## src/rtl/mem_requester_pkg.sv

```systemverilog
// Shared types and helpers for the 6502 RAM requester and its address decoders.
package mem_requester_pkg;

  localparam int CPU_AW = 16;

  localparam logic [3:0] WE_ALL  = 4'hF;
  localparam logic [3:0] WE_NONE = 4'h0;

  typedef enum logic [2:0] {
    IDLE,
    WR,
    RD_ISSUE,
    RD_WAIT,
    RSP,
    CLEAR
  } state_t;

  // One extra bit keeps addresses below the base from aliasing into the window.
  function automatic logic [CPU_AW:0] window_offset(input logic [CPU_AW-1:0] addr,
                                                    input logic [CPU_AW-1:0] base);
    return {1'b0, addr} - {1'b0, base};
  endfunction

  function automatic logic window_hit(input logic [CPU_AW-1:0] addr,
                                      input logic [CPU_AW-1:0] base,
                                      input int unsigned       aw);
    logic [CPU_AW:0] limit;
    limit = (CPU_AW+1)'(1) << aw;
    return (addr >= base) && (window_offset(addr, base) < limit);
  endfunction

endpackage

```

## src/rtl/mem_window_decode.sv

```systemverilog
// Combinational window decoder: maps a CPU address onto a RAM offset and flags hits.
module mem_window_decode
  import mem_requester_pkg::*;
#(
  parameter int                        CPU_ADDR_WIDTH = 16,
  parameter int                        ADDR_WIDTH     = 12,
  parameter logic [CPU_ADDR_WIDTH-1:0] BASE_ADDR      = 16'h0000
) (
  input  logic [CPU_ADDR_WIDTH-1:0] req_addr,
  output logic                      hit,
  output logic [ADDR_WIDTH-1:0]     mem_off
);

  assign hit     = window_hit(CPU_AW'(req_addr), CPU_AW'(BASE_ADDR), ADDR_WIDTH);
  assign mem_off = ADDR_WIDTH'(window_offset(CPU_AW'(req_addr), CPU_AW'(BASE_ADDR)));

endmodule

```

## src/rtl/mem_requester.sv

```systemverilog
// CPU-side requester for the single-port byte RAM: request handshake, window decode,
// one-cycle read latency handling and a bulk zero-fill engine.
module mem_requester
  import mem_requester_pkg::*;
#(
  parameter int                        DATA_WIDTH     = 8,
  parameter int                        ADDR_WIDTH     = 12,
  parameter int                        CPU_ADDR_WIDTH = 16,
  parameter logic [CPU_ADDR_WIDTH-1:0] BASE_ADDR      = 16'h0000
) (
  input  logic                      clk,
  input  logic                      resetn,
  input  logic                      req_valid,
  output logic                      req_ready,
  input  logic                      req_we,
  input  logic [CPU_ADDR_WIDTH-1:0] req_addr,
  input  logic [DATA_WIDTH-1:0]     req_wdata,
  output logic                      rsp_valid,
  output logic [DATA_WIDTH-1:0]     rsp_rdata,
  output logic                      rsp_err,
  input  logic                      clear_start,
  output logic                      clear_busy,
  output logic                      mem_rd_enable,
  output logic [3:0]                mem_wr_enable,
  output logic [ADDR_WIDTH-1:0]     mem_addr,
  output logic [DATA_WIDTH-1:0]     mem_wr_data,
  input  logic [DATA_WIDTH-1:0]     mem_rd_data
);

  localparam logic [ADDR_WIDTH-1:0] CLR_LAST = '1;

  state_t                  state;
  logic [ADDR_WIDTH-1:0]   clr_cnt;
  logic                    hit;
  logic [ADDR_WIDTH-1:0]   win_off;

  mem_window_decode #(
    .CPU_ADDR_WIDTH (CPU_ADDR_WIDTH),
    .ADDR_WIDTH     (ADDR_WIDTH),
    .BASE_ADDR      (BASE_ADDR)
  ) u_decode (
    .req_addr (req_addr),
    .hit      (hit),
    .mem_off  (win_off)
  );

  // Strobes and the response pulse default low every cycle; rsp data/err and mem_addr hold.
  always_ff @(posedge clk or negedge resetn) begin
    if (!resetn) begin
      state         <= IDLE;
      clr_cnt       <= '0;
      req_ready     <= 1'b0;
      rsp_valid     <= 1'b0;
      rsp_rdata     <= '0;
      rsp_err       <= 1'b0;
      clear_busy    <= 1'b0;
      mem_rd_enable <= 1'b0;
      mem_wr_enable <= WE_NONE;
      mem_addr      <= '0;
      mem_wr_data   <= '0;
    end else begin
      rsp_valid     <= 1'b0;
      mem_rd_enable <= 1'b0;
      mem_wr_enable <= WE_NONE;
      mem_wr_data   <= '0;

      case (state)
        IDLE: begin
          // A clear request wins over a request presented in the same cycle.
          if (clear_start) begin
            state         <= CLEAR;
            req_ready     <= 1'b0;
            clear_busy    <= 1'b1;
            clr_cnt       <= '0;
            mem_addr      <= '0;
            mem_wr_enable <= WE_ALL;
          end else if (req_valid && req_ready) begin
            req_ready <= 1'b0;
            if (!hit) begin
              rsp_valid <= 1'b1;
              rsp_err   <= 1'b1;
              rsp_rdata <= '0;
              state     <= RSP;
            end else if (req_we) begin
              mem_addr      <= win_off;
              mem_wr_enable <= WE_ALL;
              mem_wr_data   <= req_wdata;
              rsp_valid     <= 1'b1;
              rsp_err       <= 1'b0;
              rsp_rdata     <= '0;
              state         <= WR;
            end else begin
              mem_addr      <= win_off;
              mem_rd_enable <= 1'b1;
              state         <= RD_ISSUE;
            end
          end else begin
            req_ready <= 1'b1;
          end
        end

        WR: begin
          state     <= IDLE;
          req_ready <= 1'b1;
        end

        RD_ISSUE: begin
          state <= RD_WAIT;
        end

        RD_WAIT: begin
          rsp_valid <= 1'b1;
          rsp_err   <= 1'b0;
          rsp_rdata <= mem_rd_data;
          state     <= RSP;
        end

        RSP: begin
          state     <= IDLE;
          req_ready <= 1'b1;
        end

        CLEAR: begin
          if (clr_cnt == CLR_LAST) begin
            clr_cnt    <= '0;
            clear_busy <= 1'b0;
            req_ready  <= 1'b1;
            state      <= IDLE;
          end else begin
            clr_cnt       <= clr_cnt + 1'b1;
            mem_addr      <= clr_cnt + 1'b1;
            mem_wr_enable <= WE_ALL;
          end
        end

        default: begin
          state <= IDLE;
        end
      endcase
    end
  end

endmodule

```

## config.mk

```make
export PLATFORM = sky130hd
export DESIGN_NAME = mem_requester
export DESIGN_NICKNAME = d
export VERILOG_FILES = /design/src/rtl/mem_requester_pkg.sv /design/src/rtl/mem_window_decode.sv /design/src/rtl/mem_requester.sv
export SDC_FILE = /design/constraint.sdc
export NUM_CORES = 1
export LEC_CHECK = 0
export ABC_AREA = 0
export BUFFER_PORTS_ARGS = -buffer_cell sky130_fd_sc_hd__buf_2
export CORE_MARGIN = 2
export CORE_UTILIZATION = 55
export DETAILED_ROUTE_END_ITERATION = 8
export GPL_ROUTABILITY_DRIVEN = 0
export HOLD_SLACK_MARGIN = 0.03
export PLACE_DENSITY = 0.95
export SYNTH_ARGS = -nofsm -noshare
export SYNTH_HDL_FRONTEND = slang
export SYNTH_SLANG_ARGS = --single-unit
```

## constraint.sdc

```tcl
create_clock -name clk -period 3.8 [get_ports clk]
set_input_delay 0.19 -clock clk [delete_from_list [all_inputs] [get_ports clk]]
set_output_delay 0.19 -clock clk [all_outputs]
set_load 0.1 [all_outputs]
```

==> results of run 1 <==
-- cell usage after synthesis (4+ instances only) --
| cell | count | area (um^2) |
|---|---|---|
| nor4_1 | 4 | 25.02 |
| dfrtp_1 | 49 | 1226 |
| nor2_1 | 12 | 45.04 |
| nand3_1 | 16 | 80.08 |
| a22o_1 | 9 | 78.83 |
| buf_4 | 4 | 30.03 |
| inv_1 | 6 | 22.52 |
| and2_1 | 10 | 62.56 |
| a21oi_1 | 12 | 60.06 |
| o211ai_1 | 6 | 45.04 |
| nand2_1 | 14 | 52.55 |
| mux2_4 | 7 | 105.1 |
| nand4_1 | 4 | 25.02 |
| o21ai_0 | 18 | 90.09 |
| clkbuf_1 | 9 | 33.78 |
| a211oi_1 | 4 | 30.03 |
| nor3_1 | 5 | 25.02 |
| a31oi_1 | 8 | 50.05 |
-- per-layer routing --
layer  up-vias  part of all wire [%]
met4         0                   1.7
li1       1029                     -
met1      1071                    41
met2       137                    48
met5         -                     0
met3        17                   9.3
-- through the flow --
stage	cells	area (um^2)
floorplan	243	2495
global placement	350	2824
detailed placement	350	2824
CTS	357	2928
global route	357	2928
finish	357	2928
-- layout make-up --
cell class,count,share of cell area [%]
Sequential cell,49,41.88
Multi-Input combinational cell,170,39.10
Inverter,6,0.7692
Tap cell,52,2.222
Clock inverter,2,1.197
Clock buffer,5,2.350
Timing Repair Buffer,73,12.48
-- registers in the layout (all words and copies together), names as in the netlist --
signal / cells
clr_cnt: 12
mem_addr: 12
mem_wr_data: 8
rsp_rdata: 8
state: 3
clear_busy: 1
mem_rd_enable: 1
mem_wr_enable: 1
req_ready: 1
rsp_err: 1
rsp_valid: 1
-- path summary, 6_finish.rpt --
kind	to	start	slack [ps]	cells past startpoint
worst max-delay path	mem_addr[9]	state[1]	1310	4
worst min-delay path	mem_addr[2]	resetn	70	1
worst max register to register	mem_addr[9]	state[1]	1310	4
worst min register to register	rsp_rdata[3]	rsp_rdata[3]	500	1
max in group asynchronous	clr_cnt[9]	resetn	3090	1
min in group clk	mem_wr_data[4]	req_wdata[4]	90	2
-- power breakdown --
group | switching [mW] | leakage [nW] | internal [mW]
logic | 0.958 | 0.718 | 0.273
clock network | 0.171 | 0.0540 | 0.191
registers | 0.113 | 0.650 | 0.628
total | 1.24 | 1.42 | 1.09
-- kinds of logic (layout without fill, tap and decap cells) --
kind of cell / Yosys count / after routing / share of synthesized area [%]
adders and majority gates: 1 / 1 / 0.5014
xor gates and xnor gates: 3 / 3 / 1.053
buffers and inverters: 24 / 86 / 4.965
DFF: 49 / 49 / 49.15
AOI/OAI and AO/OA: 78 / 78 / 21.52
and+or+nand+nor: 81 / 81 / 18.61
muxes: 7 / 7 / 4.213
==> run_results.csv, run 1 <==
group,metric,value,unit
global_routing,grt-busiest-layer,"met2",
sta,hold_violations,0,
place,place_worst_setup_slack,1383,ps
layout,nets,343,
cts,post_cts_hold_buffer_count,0,
worst_hold_path,hold_path_class,"in -> async",
worst_setup_path,cp_data_required_time,4010,ps
worst_setup_path,cp-start-kind,"flip-flop",
drt,dr.pass1.iters,4,
sta,hold-worst-slack,70.05,ps
worst_setup_path,worstPathCellList,"nand3b_2 > a41oi_1 > a21oi_1 > o31ai_1",
drt,drc_errors,0,
synth,synth.yosys.seq_area_share,49.15,%
power,pwr_density_cell,797.1,mW/mm^2
layout,share_of_final_layout_standard_cells_stronger_than_drive_strength_1,31.80,%
synth,synthArstFlopShare,100.0,%
synth,yosysUniqueCellTypes,48,
worst_setup_path,cpLargestDelayFamily,"compound AO/OA/AOI/OAI gates",
worst_setup_path,arrival,2700,ps
cts,cts-htree-levels,2,
worst_setup_path,cp_slowest_cell,"a41oi_1",
floorplanning,die_width,71.35,um
worst_setup_path,worst_setup_path_end_kind,"flip-flop",
global_routing,met3_usage,4.782,%
drt,route.detailed.wl_per_inst,17.17,um
drt,drt_first_iter_violations,281,
layout,area_taken_by_multi_input_logic_gates,0.001145,mm^2
global_routing,grt_max_degree,50,
synth,yosys_synthesis_warning_count,0,
run,maxCapViolations,0,
global_routing,antenna_violations_before_repair,0,
layout,layout.core_utilization,67.24,%
drt,routed_wirelength,6.130,mm
synth,synth_edf_count,0,
floorplanning,die-area,0.005091,mm^2
cts,cts_root_buf,"clkbuf_8",
synth,postSynthAreaPerCell,10.27,um^2
place,port_buffers,73,
sta,setup_slack,1305,ps
cts,clk_pin_slew_worst_paths,90,ps
sta,fmax,400.9,MHz
layout,filler_cell_count,324,
drt,drt-vias-per-instance,6.314,
synth,synth_area,0.002495,mm^2
sta,final.period_utilization,65.65,%
floorplanning,die_height,71.35,um
cts,clock_tree_from_tritoncts,"yes",
cts,clock_path_buffers,2,
power,worst_ir_drop_vdd,0.4094,mV
synth,postSynthCellCount,243,
global_routing,via_count_of_the_first_global_routing_pass,2121,
global_routing,global_route.overflow_total,0,
cts,clk-insertion-delay-late,300,ps
cts,post_cts_resized,0,
layout,layout.cells.most_common,"buf_2",
sta,timing.final.crit_period,2495,ps
sta,timing_max_transition_violations_final,0,
sta,finalSetupViolations,0,
layout,layout.area.seq,0.001226,mm^2
layout,antenna-diode-count,0,
worst_setup_path,critPathKind,"reg -> reg",
run_status,run_status,"completed",
floorplanning,start_util,57.30,%
power,total_leakage_power,1.422,nW
worst_setup_path,crit_path_max_incr_delay,870,ps
synth,ys_dominant_reg_cell,"dfrtp_1",
drt,ant_nets,0,
global_routing,global_route_met1_usage,30.43,%
sta,final_clock_skew,5.991,ps
worst_setup_path,critical_path.max_fanout,26,
global_routing,wire_length_of_the_first_global_routing_pass,9.625,mm
sta,totalNegativeSetupSlack,0,ps
place,dpl.hpwl,4.157,mm
layout,most-common-layout-cells,"buf_2 (73), dfrtp_1 (49), o21ai_0 (18)",
sta,worst_relative_slew_slack,29.44,%
worst_setup_path,cp.buffers_inverters,0,
synth,yosys_register_bits,49,
cts,buffers_inserted_by_post_cts_timing_repair,0,
floorplanning,fp.coreArea,0.004354,mm^2
sta,rsz_0062_raised_after_global_routing,"false",
sta,worst_pin_slew,1058,ps
synth,syn-num-nets,281,
power,totalPowerFinal,2.334,mW
cts,cts_buffers,5,
layout,layout_area_overhead,17.35,%
cts,tritoncts_num_sinks,49,
floorplanning,site_row_count,24,
floorplanning,top_level_ports,74,
global_routing,met2_use_gr,39.09,%
global_routing,globalRouteTotalUtil,23.76,%
drt,detailroute.via_count,2254,
Note: power is estimated with default switching activity, not from simulation.
==> inputs of run 2 (changes only) <==
--- a/config.mk
+++ b/config.mk
@@ -8,11 +8,11 @@
 export ABC_AREA = 0
 export BUFFER_PORTS_ARGS = -buffer_cell sky130_fd_sc_hd__buf_2
 export CORE_MARGIN = 2
-export CORE_UTILIZATION = 55
+export CORE_UTILIZATION = 46
 export DETAILED_ROUTE_END_ITERATION = 8
 export GPL_ROUTABILITY_DRIVEN = 0
 export HOLD_SLACK_MARGIN = 0.03
-export PLACE_DENSITY = 0.95
+export PLACE_DENSITY = 0.87
 export SYNTH_ARGS = -nofsm -noshare
 export SYNTH_HDL_FRONTEND = slang
 export SYNTH_SLANG_ARGS = --single-unit
==> constraint.sdc (replaced) <==
create_clock -name clk -period 2.2 [get_ports clk]
set_input_delay 0.11 -clock clk [delete_from_list [all_inputs] [get_ports clk]]
set_output_delay 0.11 -clock clk [all_outputs]
set_load 0.1 [all_outputs]
==> run_results.csv, run 2 (same netlist as run 1, synthesis figures left out) <==
group,metric,value,unit
layout,filler_cell_count,433,
worst_setup_path,cp_data_required_time,2390,ps
drt,route.detailed.wl_per_inst,16.23,um
layout,layout.core_utilization,60.69,%
cts,buffers_inserted_by_post_cts_timing_repair,0,
worst_setup_path,worstPathCellList,"ha_1 > and4_1 > a41o_1 > o21ai_4 > mux2_4",
sta,finalSetupViolations,0,
global_routing,antenna_violations_before_repair,0,
worst_setup_path,cpLargestDelayFamily,"compound AO/OA/AOI/OAI gates",
floorplanning,top_level_ports,74,
layout,layout_area_overhead,25.83,%
drt,drc_errors,0,
drt,met3_wirelength,434,um
drt,drt-vias-per-instance,5.705,
sta,timing.final.crit_period,2041,ps
layout,layout.cells.most_common,"buf_2",
layout,antenna-diode-count,0,
worst_hold_path,min_from,"mem_rd_data[7]",
drt,dr.pass1.iters,4,
cts,cts_buffers,5,
sta,timing_max_transition_violations_final,0,
layout,area_taken_by_multi_input_logic_gates,0.001145,mm^2
cts,cts-htree-levels,2,
power,cellInternalPower,1.990,mW
cts,post_cts_resized,0,
place,cell_area_placed,0.002929,mm^2
place,port_buffers,73,
power,totalPowerFinal,4.135,mW
floorplanning,site_row_count,26,
worst_hold_path,hold_path_class,"in -> reg",
cts,tritoncts_num_sinks,49,
layout,layout_top_registers,"clr_cnt x12, mem_addr x12",
layout,most-common-layout-cells,"buf_2 (73), dfrtp_1 (49), o21ai_0 (18)",
drt,routed_wirelength,6.426,mm
drt,drt_first_iter_violations,145,
place,placed_cells_incl_taps,379,
drt,detailroute.via_count,2259,
power,sw_frac_of_total,51.86,%
power,seqPwrFrac,30.6,%
power,worst_ir_drop_vdd,0.7867,mV
layout,layout.area.seq,0.001226,mm^2
power,pwr_density_cell,1317,mW/mm^2
drt,route.top_layer_used,"met4",
global_routing,global_route.overflow_total,0,
place,dpl.hpwl,4.466,mm
power,power_switching,2.145,mW
sta,fmax,490.0,MHz
sta,final_clock_skew,5.791,ps
power,total_leakage_power,1.517,nW
sta,worst_relative_slew_slack,62.19,%
cts,clock_path_buffers,2,
worst_setup_path,arrival,2230,ps
layout,post-route-cell-area,0.003139,mm^2
drt,ant_nets,0,
sta,totalNegativeSetupSlack,0,ps
layout,share_of_final_layout_standard_cells_stronger_than_drive_strength_1,33.44,%
global_routing,wire_length_of_the_first_global_routing_pass,10.55,mm
place,place_worst_setup_slack,225.6,ps
floorplanning,die-area,0.006029,mm^2
cts,clock_tree_from_tritoncts,"yes",
worst_setup_path,critPathKind,"reg -> reg",
worst_setup_path,critical_path.max_fanout,10,
worst_setup_path,cp_slowest_cell,"dfrtp_1",
drt,met2WireLength,3.208,mm
layout,nets,363,
sta,hold-worst-slack,38.52,ps
cts,cts_root_buf,"clkbuf_8",
cts,clk_pin_slew_worst_paths,90,ps
sta,final.period_utilization,92.77,%
sta,rsz_0062_raised_after_global_routing,"false",
drt,m1WireLength,2.711,mm
floorplanning,die_width,77.65,um
worst_setup_path,cp-start-kind,"flip-flop",
worst_setup_path,worst_setup_path_end_kind,"flip-flop",
worst_setup_path,r2r-start,"clr_cnt[0]",
worst_setup_path,crit_path_max_incr_delay,450,ps
floorplanning,die_height,77.65,um
floorplanning,fp.coreArea,0.005172,mm^2
sta,hold_violations,0,
floorplanning,start_util,48.23,%
layout,finalNonFillerCells,396,
sta,worst_pin_slew,567.1,ps
worst_setup_path,worst_setup_sp,"clr_cnt[0]",
global_routing,globalRouteTotalUtil,22.19,%
sta,setup_slack,159.1,ps
global_routing,via_count_of_the_first_global_routing_pass,2158,
power,share_comb_of_total_power,53.5,%
global_routing,grt_max_degree,23,
run,maxCapViolations,0,
cts,post_cts_hold_buffer_count,9,
power,fraction_of_power_consumed_by_the_clock_network,15.9,%
worst_setup_path,cp.buffers_inverters,0,
run_status,run_status,"completed",
cts,clk-insertion-delay-late,300,ps
run 2: final cells by class:
type                    count  area share (%)
repair buffers             93           17.14
multi-input cells         170           36.47
clock inverters             2           1.196
inverters                   6          0.7174
well taps                  70           2.790
flip-flops and latches     49           39.06
clock buffers               6           2.631
run 2: routing by layer:
metal  GRT usage (%)  vias up
met1           29.16     1070
li1                -     1075
met4           5.714        0
met3           4.070        8
met2           37.76      106
met5               0        -
run 2: path summary, 6_finish.rpt:
kind                           endpoint  slack, ps  cells past startpoint
max                         mem_addr[4]        160                      5
min                        rsp_rdata[7]         40                      2
max reg2reg                 mem_addr[4]        160                      5
min reg2reg                rsp_rdata[7]        500                      1
max in group asynchronous  mem_addr[10]       1360                      3
min in group asynchronous       rsp_err        280                      2
run 2: power groups by stage:
| stage | clock network, mW | registers, mW | logic [mW] |
|---|---|---|---|
| final | 0.659 | 1.26 | 2.21 |
| after global routing | 0.718 | 1.30 | 2.32 |
| after CTS | 0.681 | 1.26 | 2.21 |
| after detailed placement | 0 | 1.28 | 2.19 |
| after global placement | 0 | 1.27 | 2.16 |
| after floorplan | 0 | 2.12 | 0.958 |
